### src/rtl/alu_exec_wb_if.sv
// Opcode encodings and the issue/CDB bundle shared by the ALU exec/writeback
// stage and whatever drives it (reservation station side and CDB arbiter).
package alu_exec_wb_pkg;
    localparam logic [5:0] OP_ADD   = 6'd1;
    localparam logic [5:0] OP_SUB   = 6'd2;
    localparam logic [5:0] OP_SLL   = 6'd3;
    localparam logic [5:0] OP_SRL   = 6'd4;
    localparam logic [5:0] OP_SRA   = 6'd5;
    localparam logic [5:0] OP_SLT   = 6'd6;
    localparam logic [5:0] OP_SLTU  = 6'd7;
    localparam logic [5:0] OP_XOR   = 6'd8;
    localparam logic [5:0] OP_OR    = 6'd9;
    localparam logic [5:0] OP_AND   = 6'd10;
    localparam logic [5:0] OP_LUI   = 6'd11;
    localparam logic [5:0] OP_AUIPC = 6'd12;
    localparam logic [5:0] OP_JAL   = 6'd13;
    localparam logic [5:0] OP_JALR  = 6'd14;
endpackage

interface alu_exec_wb_if #(
    parameter int DATA_W = 32,
    parameter int TAG_W  = 6,
    parameter int BTAG_W = 4,
    parameter int OP_W   = 6
);
    logic              rdy;
    logic              in_en;
    logic [DATA_W-1:0] in_op_a;
    logic [DATA_W-1:0] in_op_b;
    logic [OP_W-1:0]   in_op;
    logic [TAG_W-1:0]  in_tag;
    logic [DATA_W-1:0] in_pc;
    logic [BTAG_W-1:0] in_btag;
    logic              in_ready;
    logic              b_free_en;
    logic [1:0]        b_free_num;
    logic              mis_taken;
    logic              cdb_req;
    logic              cdb_grant;
    logic              cdb_en;
    logic [TAG_W-1:0]  cdb_tag;
    logic [DATA_W-1:0] cdb_data;
    logic              overflow;

    modport master (
        output rdy, in_en, in_op_a, in_op_b, in_op, in_tag, in_pc, in_btag,
               b_free_en, b_free_num, mis_taken, cdb_grant,
        input  in_ready, cdb_req, cdb_en, cdb_tag, cdb_data, overflow
    );

    modport slave (
        input  rdy, in_en, in_op_a, in_op_b, in_op, in_tag, in_pc, in_btag,
               b_free_en, b_free_num, mis_taken, cdb_grant,
        output in_ready, cdb_req, cdb_en, cdb_tag, cdb_data, overflow
    );
endinterface

### src/rtl/alu_exec_wb.sv
// ALU execute + writeback: computes the issued op into a small result queue and
// broadcasts on the CDB; branch masks let a mispredict squash queued results.
module alu_exec_wb #(
    parameter int DATA_W = 32,
    parameter int TAG_W  = 6,
    parameter int BTAG_W = 4,
    parameter int OP_W   = 6,
    parameter int DEPTH  = 2
) (
    input logic          clk,
    input logic          rst,
    alu_exec_wb_if.slave bus
);
    import alu_exec_wb_pkg::*;

    localparam int PTR_W = $clog2(DEPTH);
    localparam int CNT_W = $clog2(DEPTH + 1);
    localparam int SH_W  = $clog2(DATA_W);
    localparam logic [CNT_W-1:0] DEPTH_C = CNT_W'(DEPTH);

    logic [DATA_W-1:0] data_q [DEPTH];
    logic [TAG_W-1:0]  tag_q  [DEPTH];
    logic [BTAG_W-1:0] btag_q [DEPTH];
    logic [DEPTH-1:0]  valid_q, valid_d;
    logic [PTR_W-1:0]  head_q, head_d, tail_q, tail_d;
    logic [CNT_W-1:0]  count_q, count_d;
    logic              overflow_q;

    logic [DATA_W-1:0] result;
    logic [SH_W-1:0]   shamt;
    logic [BTAG_W-1:0] br_bit, in_btag_eff;
    logic              kill, clear, head_kill, in_kill, push, pop;

    assign shamt = bus.in_op_b[SH_W-1:0];

    always_comb begin
        result = '0;
        case (bus.in_op)
            OP_ADD:   result = bus.in_op_a + bus.in_op_b;
            OP_SUB:   result = bus.in_op_a - bus.in_op_b;
            OP_SLL:   result = bus.in_op_a << shamt;
            OP_SRL:   result = bus.in_op_a >> shamt;
            OP_SRA:   result = $signed(bus.in_op_a) >>> shamt;
            OP_SLT:   result = {{(DATA_W-1){1'b0}}, $signed(bus.in_op_a) < $signed(bus.in_op_b)};
            OP_SLTU:  result = {{(DATA_W-1){1'b0}}, bus.in_op_a < bus.in_op_b};
            OP_XOR:   result = bus.in_op_a ^ bus.in_op_b;
            OP_OR:    result = bus.in_op_a | bus.in_op_b;
            OP_AND:   result = bus.in_op_a & bus.in_op_b;
            OP_LUI:   result = bus.in_op_b;
            OP_AUIPC: result = bus.in_pc + bus.in_op_b;
            OP_JAL,
            OP_JALR:  result = bus.in_pc + DATA_W'(4);
            default:  result = '0;
        endcase
    end

    // Squashed slots keep their place and are skipped at the head, so order is preserved.
    always_comb begin
        br_bit      = BTAG_W'(1) << bus.b_free_num;
        kill        = bus.rdy & bus.b_free_en & bus.mis_taken;
        clear       = bus.rdy & bus.b_free_en & ~bus.mis_taken;
        in_btag_eff = clear ? (bus.in_btag & ~br_bit) : bus.in_btag;
        head_kill   = kill & |(btag_q[head_q] & br_bit);
        in_kill     = kill & |(bus.in_btag & br_bit);

        // NOTE: a head squashed this cycle drops cdb_req combinationally, so a grant can't leak it.
        bus.cdb_req  = bus.rdy & valid_q[head_q] & ~head_kill;
        bus.cdb_en   = bus.cdb_req & bus.cdb_grant;
        bus.in_ready = (count_q < DEPTH_C);

        push = bus.rdy & bus.in_en & bus.in_ready & (bus.in_tag != '0) & ~in_kill;
        pop  = bus.rdy & (count_q != '0) & (bus.cdb_en | ~valid_q[head_q]);

        valid_d = valid_q;
        for (int i = 0; i < DEPTH; i++) begin
            if (kill && (btag_q[i] & br_bit) != '0) valid_d[i] = 1'b0;
            if (pop && head_q == PTR_W'(i))         valid_d[i] = 1'b0;
            if (push && tail_q == PTR_W'(i))        valid_d[i] = 1'b1;
        end

        head_d  = head_q + PTR_W'(pop);
        tail_d  = tail_q + PTR_W'(push);
        count_d = count_q + CNT_W'(push) - CNT_W'(pop);
    end

    assign bus.cdb_tag  = bus.cdb_en ? tag_q[head_q]  : '0;
    assign bus.cdb_data = bus.cdb_en ? data_q[head_q] : '0;
    assign bus.overflow = overflow_q;

    always_ff @(posedge clk) begin
        if (rst) begin
            valid_q    <= '0;
            head_q     <= '0;
            tail_q     <= '0;
            count_q    <= '0;
            overflow_q <= 1'b0;
        end else if (bus.rdy) begin
            valid_q <= valid_d;
            head_q  <= head_d;
            tail_q  <= tail_d;
            count_q <= count_d;
            if (bus.in_en && !bus.in_ready) overflow_q <= 1'b1;
        end
    end

    // NOTE: payload storage has no reset; valid_q alone decides whether a slot means anything.
    always_ff @(posedge clk) begin
        for (int i = 0; i < DEPTH; i++) begin
            if (clear) btag_q[i] <= btag_q[i] & ~br_bit;
        end
        if (push) begin
            data_q[tail_q] <= result;
            tag_q[tail_q]  <= bus.in_tag;
            btag_q[tail_q] <= in_btag_eff;
        end
    end
endmodule

### src/flat_wrapper.sv
// flat-port wrapper written by rule: the top's interface ports become plain ports
module alu_exec_wb_flat import alu_exec_wb_pkg::*;
#(
    parameter int DATA_W = 32,
    parameter int TAG_W  = 6,
    parameter int BTAG_W = 4,
    parameter int OP_W   = 6,
    parameter int DEPTH  = 2
)
  (clk, rst, bus_rdy, bus_in_en, bus_in_op_a, bus_in_op_b, bus_in_op, bus_in_tag, bus_in_pc, bus_in_btag, bus_b_free_en, bus_b_free_num, bus_mis_taken, bus_cdb_grant, bus_in_ready, bus_cdb_req, bus_cdb_en, bus_cdb_tag, bus_cdb_data, bus_overflow);
  alu_exec_wb_if #(.DATA_W(DATA_W), .TAG_W(TAG_W), .BTAG_W(BTAG_W), .OP_W(OP_W)) bus_i ();
  input logic clk;
  input logic rst;
  input wire logic [$bits(bus_i.rdy)-1:0] bus_rdy;
  input wire logic [$bits(bus_i.in_en)-1:0] bus_in_en;
  input wire logic [$bits(bus_i.in_op_a)-1:0] bus_in_op_a;
  input wire logic [$bits(bus_i.in_op_b)-1:0] bus_in_op_b;
  input wire logic [$bits(bus_i.in_op)-1:0] bus_in_op;
  input wire logic [$bits(bus_i.in_tag)-1:0] bus_in_tag;
  input wire logic [$bits(bus_i.in_pc)-1:0] bus_in_pc;
  input wire logic [$bits(bus_i.in_btag)-1:0] bus_in_btag;
  input wire logic [$bits(bus_i.b_free_en)-1:0] bus_b_free_en;
  input wire logic [$bits(bus_i.b_free_num)-1:0] bus_b_free_num;
  input wire logic [$bits(bus_i.mis_taken)-1:0] bus_mis_taken;
  input wire logic [$bits(bus_i.cdb_grant)-1:0] bus_cdb_grant;
  output wire logic [$bits(bus_i.in_ready)-1:0] bus_in_ready;
  output wire logic [$bits(bus_i.cdb_req)-1:0] bus_cdb_req;
  output wire logic [$bits(bus_i.cdb_en)-1:0] bus_cdb_en;
  output wire logic [$bits(bus_i.cdb_tag)-1:0] bus_cdb_tag;
  output wire logic [$bits(bus_i.cdb_data)-1:0] bus_cdb_data;
  output wire logic [$bits(bus_i.overflow)-1:0] bus_overflow;
  assign bus_i.rdy = bus_rdy;
  assign bus_i.in_en = bus_in_en;
  assign bus_i.in_op_a = bus_in_op_a;
  assign bus_i.in_op_b = bus_in_op_b;
  assign bus_i.in_op = bus_in_op;
  assign bus_i.in_tag = bus_in_tag;
  assign bus_i.in_pc = bus_in_pc;
  assign bus_i.in_btag = bus_in_btag;
  assign bus_i.b_free_en = bus_b_free_en;
  assign bus_i.b_free_num = bus_b_free_num;
  assign bus_i.mis_taken = bus_mis_taken;
  assign bus_i.cdb_grant = bus_cdb_grant;
  assign bus_in_ready = bus_i.in_ready;
  assign bus_cdb_req = bus_i.cdb_req;
  assign bus_cdb_en = bus_i.cdb_en;
  assign bus_cdb_tag = bus_i.cdb_tag;
  assign bus_cdb_data = bus_i.cdb_data;
  assign bus_overflow = bus_i.overflow;
  alu_exec_wb #(.DATA_W(DATA_W), .TAG_W(TAG_W), .BTAG_W(BTAG_W), .OP_W(OP_W), .DEPTH(DEPTH)) u_core (.clk(clk), .rst(rst), .bus(bus_i));
endmodule
### config.mk
export PLATFORM = sky130hd
export DESIGN_NAME = alu_exec_wb_flat
export DESIGN_NICKNAME = d
export VERILOG_FILES = /design/src/rtl/alu_exec_wb_if.sv /design/src/rtl/alu_exec_wb.sv /design/src/flat_wrapper.sv
export SDC_FILE = /design/constraint.sdc
export NUM_CORES = 1
export LEC_CHECK = 0
export ABC_AREA = 1
export CAP_MARGIN = 30
export CORE_UTILIZATION = 35
export DETAILED_ROUTE_END_ITERATION = 12
export SLEW_MARGIN = 20
export SYNTH_ARGS = -nofsm -noshare
export SYNTH_HDL_FRONTEND = slang
export SYNTH_SLANG_ARGS = --single-unit
### constraint.sdc
create_clock -name clk -period 4.95 [get_ports clk]
set_clock_uncertainty 0.15 [all_clocks]
set_input_delay 0.99 -clock clk [delete_from_list [all_inputs] [get_ports clk]]
set_output_delay 0.99 -clock clk [all_outputs]
set_load 0.005 [all_outputs]
# --- Word level (Yosys, flattened, before mapping) ---
# Memory sizes are Yosys's and may differ from the RTL's. A register that Yosys moved wholly into a read port is not among the register bits.
# Cells that the tools add are included.
totals:
  register_bits: 7
  latch_bits: 0
  mem_bits_rw: 84
  mem_bits_ro: 0
  in_bits: 121
  elab_cells: 113
  mem_count: 3
memory_table:
  columns: ["memory", "depth", "width", "read_ports", "rd_clocked_by_memory_dff", "wr", "line", "source"]
  rows:
  - ["u_core.data_q", 2, 32, 1, 1, 1, "alu_exec_wb.sv:21", "logic [DATA_W-1:0] data_q [DEPTH];"]
  - ["u_core.tag_q", 2, 6, 1, 1, 1, "alu_exec_wb.sv:22", "logic [TAG_W-1:0] tag_q [DEPTH];"]
  - ["u_core.btag_q", 2, 4, 3, 1, 3, "alu_exec_wb.sv:23", "logic [BTAG_W-1:0] btag_q [DEPTH];"]
classes:
  addsub: 8
  n_mul: 0
  div: 0
  n_lt_le_gt_ge: 4
  n_eq_ne: 14
  shifts: 4
  mux: 22
  bitwise: 32
  reduce_logical: 20
ops:
  columns: ["operator", "n"]
  rows:
  - ["$pmux 32 s13", 1]
  - ["$add 32x32->32", 2]
  - ["$lt 32x32->1", 2]
  - ["$eq 6x4->1 const B", 7]
  - ["$add 32x3->32 const B", 1]
  - ["$and 32x32->32", 1]
  - ["$mux 32", 1]
  - ["$or 32x32->32", 1]
  - ["$shl 32x5->32", 1]
  - ["$shr 32x5->32", 1]
  - ["$sshr 32x5->32", 1]
  - ["$sub 32x32->32", 1]
  - ["$xor 32x32->32", 1]
  - ["$and 4x4->4", 7]
  - ["$eq 6x3->1 const B", 4]
  - ["$mux 1", 18]
  - ["$and 1x1->1", 14]
  - ["$eq 6x2->1 const B", 2]
  - ["$reduce_bool 4->1", 2]
  - ["$reduce_or 4->1", 2]
  - ["$logic_and 1x1->1", 7]
  - ["$eq 6x1->1 const B", 1]
  - ["$mux 6", 1]
  - ["$not 1->1", 6]
  - ["15 further kinds", 19]

# --- Longest topological paths before layout ---
# Gate-level depths: netlist (run 1).
logic_depth:
  ltp_word: 12
  ltp_mapped: 21
  ltp_nobuf: 20

# --- Worst setup path after synthesis (run 1) ---
# No wires, ideal clock.
synth_path:
  path_type: "input to register"
  from: "input bus_b_free_num[0]"
  to: "memory u_core.btag_q[0][0] (enable)"
  arrival_ns: 3.342
  t_required_ns: 4.488
  slack_ns: 1.146
  path_stages: 8
  n_path_buf: 1
  cell_sequence: "buf_4 nor2_1 nand2_1 nand4_1 a221oi_1 ha_1 inv_1 nand2_1"
synth_lines:
  columns: ["element", "line", "source"]
  rows:
  - ["start, declared", "flat_wrapper.sv:23", "input wire logic [$bits(bus_i.b_free_num)-1:0] bus_b_free_num;"]
  - ["end, declared", "alu_exec_wb.sv:23", null]

# --- Worst setup path after layout (run 1) ---
layout_path:
  from: "input bus_b_free_num[0]"
  to: "output bus_cdb_data[7]"
layout_between:
  elab_chain_len: 8
layout_rtl:
  columns: ["element", "line", "source"]
  rows:
  - ["$shl 1x2->4", "alu_exec_wb.sv:59", "br_bit = BTAG_W'(1) << bus.b_free_num;"]
  - ["$and 4x4->4", "alu_exec_wb.sv:63", "head_kill = kill & |(btag_q[head_q] & br_bit);"]
  - ["$reduce_or 4->1", "alu_exec_wb.sv:63", null]
  - ["$and 1x1->1", "alu_exec_wb.sv:63", null]
  - ["$not 1->1", "alu_exec_wb.sv:67", "bus.cdb_req = bus.rdy & valid_q[head_q] & ~head_kill;"]
  - ["$and 1x1->1", "alu_exec_wb.sv:67", null]
  - ["$and 1x1->1", "alu_exec_wb.sv:68", "bus.cdb_en = bus.cdb_req & bus.cdb_grant;"]
  - ["$mux 32", "alu_exec_wb.sv:87", "assign bus.cdb_data = bus.cdb_en ? data_q[head_q] : '0;"]
  - ["end, declared", "flat_wrapper.sv:30", "output wire logic [$bits(bus_i.cdb_data)-1:0] bus_cdb_data;"]
# Every way passes these cells.

==> metrics.txt, run 1 <==
outcome=completed; Setup crit end kind=output port; WP data required=3810 ps; syn nets=3042; crit path launch=bus_b_free_num[0]; Slew Viols, Final=0; clk root buf=clkbuf_16; Clock Pin Slew Worst Setup and Hold Paths=70 ps; IO Count=163; nets@finish=3202; count of buffers from port buffering=162; final design utilization=42.05%; Clk pwr share=23.1%; internal power=1.713 mW; critical path type=primary input to output port; Worst Path Buf+Inv=4; Yosys warnings=0; CTS Buf Count=9; CP cell instances=clkdlybuf4s50_1, inv_2, nand2_2, a21oi_1, o21ai_0, nand2_1, o21ai_1, nand2_1, nor2_2, nand2_2, buf_4, a21oi_1, clkdlybuf4s50_1; synth unique cells=54; via count=19984; WL/cell=23.84 um; PostCTS Resize Cnt=0; min cycle time layout=4645 ps; Psw=1.378 mW; Post-Synthesis Cells=2774; Post-CTS Setup Repair Bufs=0; Placed Area=18380 um2; cell area after synthesis=15860 um2; First-pass DRT Iterations=6; Hold Path Origin=u_core.valid_q[1]; H-tree depth=3; die area=46170 um2; number of enable flip-flop cells after synthesis=84; initial core utilization=35.71%; CP peak stage delay=660 ps; die extent in x=214.9 um; antenna-violating nets left=0; post-DR vias/cell=5.660; FFs w/ async S/R, synth=0%; CP Max Fanout=12; #FFs+latches synth=92; top-area cell type share of the netlist area=20.66%; max cap viols=0; first-pass GRT wire length=120.3 mm; largest net degree at the start of global routing=78; period utilization=93.83%; initial antenna violation count=3; vias in the first global route=18117; Net Sw Frac=44.58%; Avg Cell Area, Syn=5.717 um2; most common cell after layout, fill and taps aside=nand2_1; P&R area growth vs syn=17.76%; Most used DFF post-synth=edfxtp_1; Slew headroom=38.54%; Largest delay share family, worst path=buffers and inverters; gp weighted congestion=1.051; placed insts=3515; fill cell count=4836; hpwl dp=70.97 mm; slowest CP cell=clkdlybuf4s50_1; Crit path arrival time=3500 ps; number of setup violations in the final report=0; Max Clk Rate=215.3 MHz; core footprint=44410 um2; synth top area cells=nand2_1, edfxtp_1, nand3_1; post-route setup TNS=0 ps; most frequent cells in the layout=nand2_1, nand3_1, inv_1; final std cells w/o fill=3531; post-route cell area=18680 um2; area of the multi-input gates=11310 um2; n_diodes=0; cell taking the most area after synthesis=nand2_1; register area share after synthesis=16.92%; Remaining DRCs=0; FP Rows=77; Skew-Pair Late Insertion Delay=360 ps; RSZ-0062 raised after global routing=false; class of the worst hold path=register to register; Max clock buf depth=2; clk sinks=92; drt initial violations=2549; aggregate global routing overflow=0; Hold-fix buffers, CTS=0; Reg area=2683 um2; CTS tree=yes; routed wire length=84.17 mm; CP Launch Type=primary input; Die H=214.9 um; Leak=9.142 nW; Sequential Power Share=29.3%; pwr dens=165.5 nW/um2; share of layout cells above drive strength 1=5.648%; Final Total Pwr=3.091 mW; Final Hold Fails=0; Max rail drop VDD=166.7 uV; Gate power share=47.7%; gr usage total=35.35%; Least-Margin Pin Slew=912.3 ps
power by group through the flow:
stage / combinational (mW) / sequential [mW] / clock (mW)
final: 1.47 / 0.904 / 0.712
after global placement: 1.43 / 0.920 / 0
after global routing: 1.59 / 0.905 / 0.750
after detailed placement: 1.43 / 0.920 / 0
after floorplan: 0.838 / 0.912 / 0
after CTS: 1.43 / 0.903 / 0.724
state kept, by name, summed over array words and instances (netlist names), named ones only:
register	cells
u_core.count_q	2
u_core.head_q	1
u_core.data_q	64
u_core.valid_q	2
u_core.btag_q	8
u_core.bus.overflow	1
u_core.tag_q	12
u_core.tail_q	1
metrics by stage:
step | hold WS, ps | setup WS [ps]
floorplan | 288.4 | 1146
global placement | 315.7 | 67.81
detailed placement | 317.1 | 10.76
CTS | 327.2 | 294.8
global route | 370.8 | 78.04
finish | 328.0 | 305.2
cell type report:
cell class / count / area share (%)
Clock buffer: 9 / 1.206
Timing Repair Buffer: 246 / 12.25
Inverter: 359 / 7.229
Tap cell: 592 / 3.966
Clock inverter: 7 / 0.4020
Sequential cell: 92 / 14.36
Multi-Input combinational cell: 2226 / 60.59
cells in the mapped netlist (3+ instances only):
cell / number
nor2_4: 6
edfxtp_1: 84
nor2_2: 8
and2_1: 10
o2111ai_1: 5
buf_4: 14
nor4_1: 6
nand3b_1: 8
buf_2: 29
o211ai_1: 27
inv_1: 341
nand3_1: 455
nor3_1: 27
o21bai_1: 9
xor2_1: 8
o22ai_1: 15
nand4_1: 37
o21ai_1: 9
nor2_1: 237
buf_1: 8
a211oi_1: 3
buf_6: 9
nand2_2: 10
a31oi_1: 3
nand3_2: 4
ha_1: 145
a21oi_1: 138
clkbuf_1: 36
o221ai_1: 3
o21ai_0: 149
or2_2: 9
nand2_1: 873
dfxtp_1: 8
inv_2: 16
worst reg2reg max path: cells and delay by family, from the launching register on:
family,cells,cell delay (ps)
AO/OA/AOI/OAI,4,640
adder cells (fa/ha/maj),2,450
buffers and inverters,3,390
flip-flops,1,450
AND/OR/NAND/NOR,8,690
worst paths after layout:
kind,endpoint,slack (ps),depth (start not counted)
hold / removal,u_core.valid_q[1],330,2
setup reg to reg,u_core.count_q[1],2070,17
hold reg to reg,u_core.valid_q[1],330,2
setup / recovery,bus_cdb_data[7],310,13
routing by layer:
metal	global-route usage [%]	up-vias	share of wire, %
met5	0	-	0.0095
met4	14.55	2	4.6
met3	3.793	146	8.3
met2	56.31	1086	44
met1	48.42	9301	43
li1	-	9449	-
kinds of logic (layout without fill, tap and decap cells):
group,Yosys count,after routing,share of synthesized area [%]
flops,92,92,16.92
simple gates,1700,1700,46.30
fa+ha+maj,147,147,11.69
buf+inv,456,621,11.80
xor+xnor,9,9,0.4971
compound gates,370,370,12.80
Power figures use the tool's default switching activity.
==> run 2: changes to the inputs <==
PLACE_DENSITY_LB_ADDON = 0.2   (was unset)
==> metrics.txt, run 2 (synthesis results as in run 1) <==
gp weighted congestion=1.034 (-1.6%); CP cell instances=clkdlybuf4s50_1, nor2_2, nand3_2, buf_12, buf_4, nand2_1, o21ai_0, fa_1, nand2_1, nand3_1, buf_4, and2_1, or2_2, nand3_1, nand2_1, nor3_1, nand4_1; RSZ-0062 raised after global routing=false; H-tree depth=3 (unchanged); aggregate global routing overflow=0 (unchanged); outcome=completed; Hold-fix buffers, CTS=0 (unchanged); Max Clk Rate=206.6 MHz (-4.0%); worst-case hold path end point=u_core.bus.overflow; post-route cell area=18780 um2 (+0.58%); Max clock buf depth=2 (unchanged); nets@finish=3216 (+0.44%); initial core utilization=35.71% (unchanged); n_diodes=0 (unchanged); die extent in x=214.9 um (unchanged); initial antenna violation count=0 (-3); Slew Viols, Final=0 (unchanged); placed insts=3529 (+0.40%); vias in the first global route=18201 (+0.46%); first-pass GRT wire length=122.0 mm (+1.4%); antenna-violating nets left=0 (unchanged); Least-Margin Pin Slew=853.2 ps (-59.09 ps); pwr dens=165.1 nW/um2 (-0.21%); Hold Path Origin=u_core.bus.overflow; internal power=1.722 mW (+0.57%); Worst Path Buf+Inv=4 (unchanged); post-DR vias/cell=5.624 (-0.62%); Gate power share=48.5% (+0.8 points); Largest delay share family, worst path=simple AND/OR/NAND/NOR gates; WP data required=4820 ps (+1010 ps); Skew-Pair Late Insertion Delay=360 ps (about the same); min cycle time layout=4839 ps (+194.5 ps); clk root buf=clkbuf_16; period utilization=97.76% (+3.9 points); post-route setup TNS=0 ps (unchanged); Clk pwr share=22.4% (-0.7 points); Sequential Power Share=29.1% (-0.2 points); Worst R2R End=u_core.count_q[1]; Placed Area=18480 um2 (+0.59%); largest net degree at the start of global routing=69 (-12%); Biggest register=u_core.data_q; slowest CP cell=clkdlybuf4s50_1; CTS tree=yes; FP Rows=77 (unchanged); number of setup violations in the final report=0 (unchanged); final std cells w/o fill=3545 (+0.40%); most common cell after layout, fill and taps aside=nand2_1; Max rail drop VDD=151.6 uV (-9.1%); hold depth=2 (unchanged); max cap viols=0 (unchanged); core footprint=44410 um2 (unchanged); max FFs per register=64 (unchanged); Net Sw Frac=44.47% (-0.11 points); count of buffers from port buffering=162 (unchanged); most frequent cells in the layout=nand2_1, nand3_1, inv_1; Leak=9.208 nW (+0.72%); Setup crit end kind=register; WL/cell=24.16 um (+1.4%); Largest regs=u_core.data_q x64, u_core.tag_q x12, u_core.btag_q x8; IO Count=163 (unchanged); share of layout cells above drive strength 1=6.095% (+0.45 points); r2r worst-path depth=15 (-2); clk sinks=92 (unchanged); gr usage total=36.16% (+0.80 points); Clock Pin Slew Worst Setup and Hold Paths=70 ps (about the same); drt initial violations=2387 (-6.4%); CP peak stage delay=520 ps (-140 ps); R2R Setup Slk=2040 ps (-30 ps); Die H=214.9 um (unchanged); PostCTS Resize Cnt=0 (unchanged); Post-CTS Setup Repair Bufs=0 (unchanged); via count=19938 (-0.23%); hpwl dp=72.94 mm (+2.8%); die area=46170 um2 (unchanged); Slew headroom=43.06% (+4.5 points); class of the worst hold path=register to register; First-pass DRT Iterations=5 (-1); Remaining DRCs=0 (unchanged); Crit path arrival time=4710 ps (+1210 ps); CP Launch Type=primary input; P&R area growth vs syn=18.45%; critical path type=primary input to register; CTS Buf Count=9 (unchanged); Final Hold Fails=0 (unchanged); Psw=1.380 mW (+0.12%); most frequent CP cell=nand2_1; routed wire length=85.65 mm (+1.8%); CP Max Fanout=23 (+11)
-- run 2: cell types whose count changed in the layout (fill, tap and decap cells not counted) --
cell   delta
buf_6     +1
buf_4    +13
-- run 2: power by group through the flow --
stage / Combinational [mW] / Clock (mW) / Sequential [mW]
finish: 1.50 / 0.696 / 0.902
global route: 1.63 / 0.737 / 0.903
CTS: 1.46 / 0.711 / 0.901
detailed placement: 1.46 / 0 / 0.918
global placement: 1.46 / 0 / 0.918
floorplan: 0.838 / 0 / 0.912
-- run 2: final cells by class --
class                           count  area, um2
Multi-Input combinational cell   2226      11310
Timing Repair Buffer              260       2396
Clock inverter                      7      75.07
Inverter                          359       1350
Tap cell                          592      740.7
Fill cell                        5018      25630
Sequential cell                    92       2683
Clock buffer                        9      225.2
-- run 2: worst reg2reg max path, delay by kind of cell, from the launching register on --
family / cells / cell delay [ps]
simple gates: 6 / 700
compound gates: 4 / 660
fa+ha+maj: 2 / 440
flops: 1 / 430
buf+inv: 3 / 430
-- run 2: layer usage --
| layer | track usage [%] | part of all wire [%] | vias up |
|---|---|---|---|
| met5 | 0 | 0 | - |
| met4 | 17.88 | 5.5 | 0 |
| met3 | 6.242 | 8.5 | 158 |
| met2 | 56.58 | 44 | 1029 |
| met1 | 47.79 | 42 | 9277 |
| li1 | - | - | 9474 |
-- run 2: through the flow --
stage	hold WS (ps)	util, %	setup slack (ps)	power (mW)
2_1_floorplan	288.4	-	1146	1.750
3_3_place_gp	289.9	41.59	-51.00	2.377
3_5_place_dp	295.8	41.62	-107.5	2.375
4_1_cts	306.8	42.29	280.0	3.077
5_1_grt	329.5	42.29	19.42	3.269
6_report	303.4	42.29	110.8	3.102
-- run 2: worst max path at each step --
stage | start | endpoint | cells past startpoint
finish | bus_in_op[0] | u_core.data_q[1][4] | 17
global route | bus_b_free_num[0] | bus_cdb_data[17] | 13
CTS | bus_in_op[0] | u_core.data_q[0][4] | 17
detailed placement | bus_in_op[5] | u_core.data_q[1][4] | 17
global placement | bus_in_op[5] | u_core.data_q[1][4] | 17
floorplan | bus_b_free_num[0] | u_core.btag_q[0][0] | 8
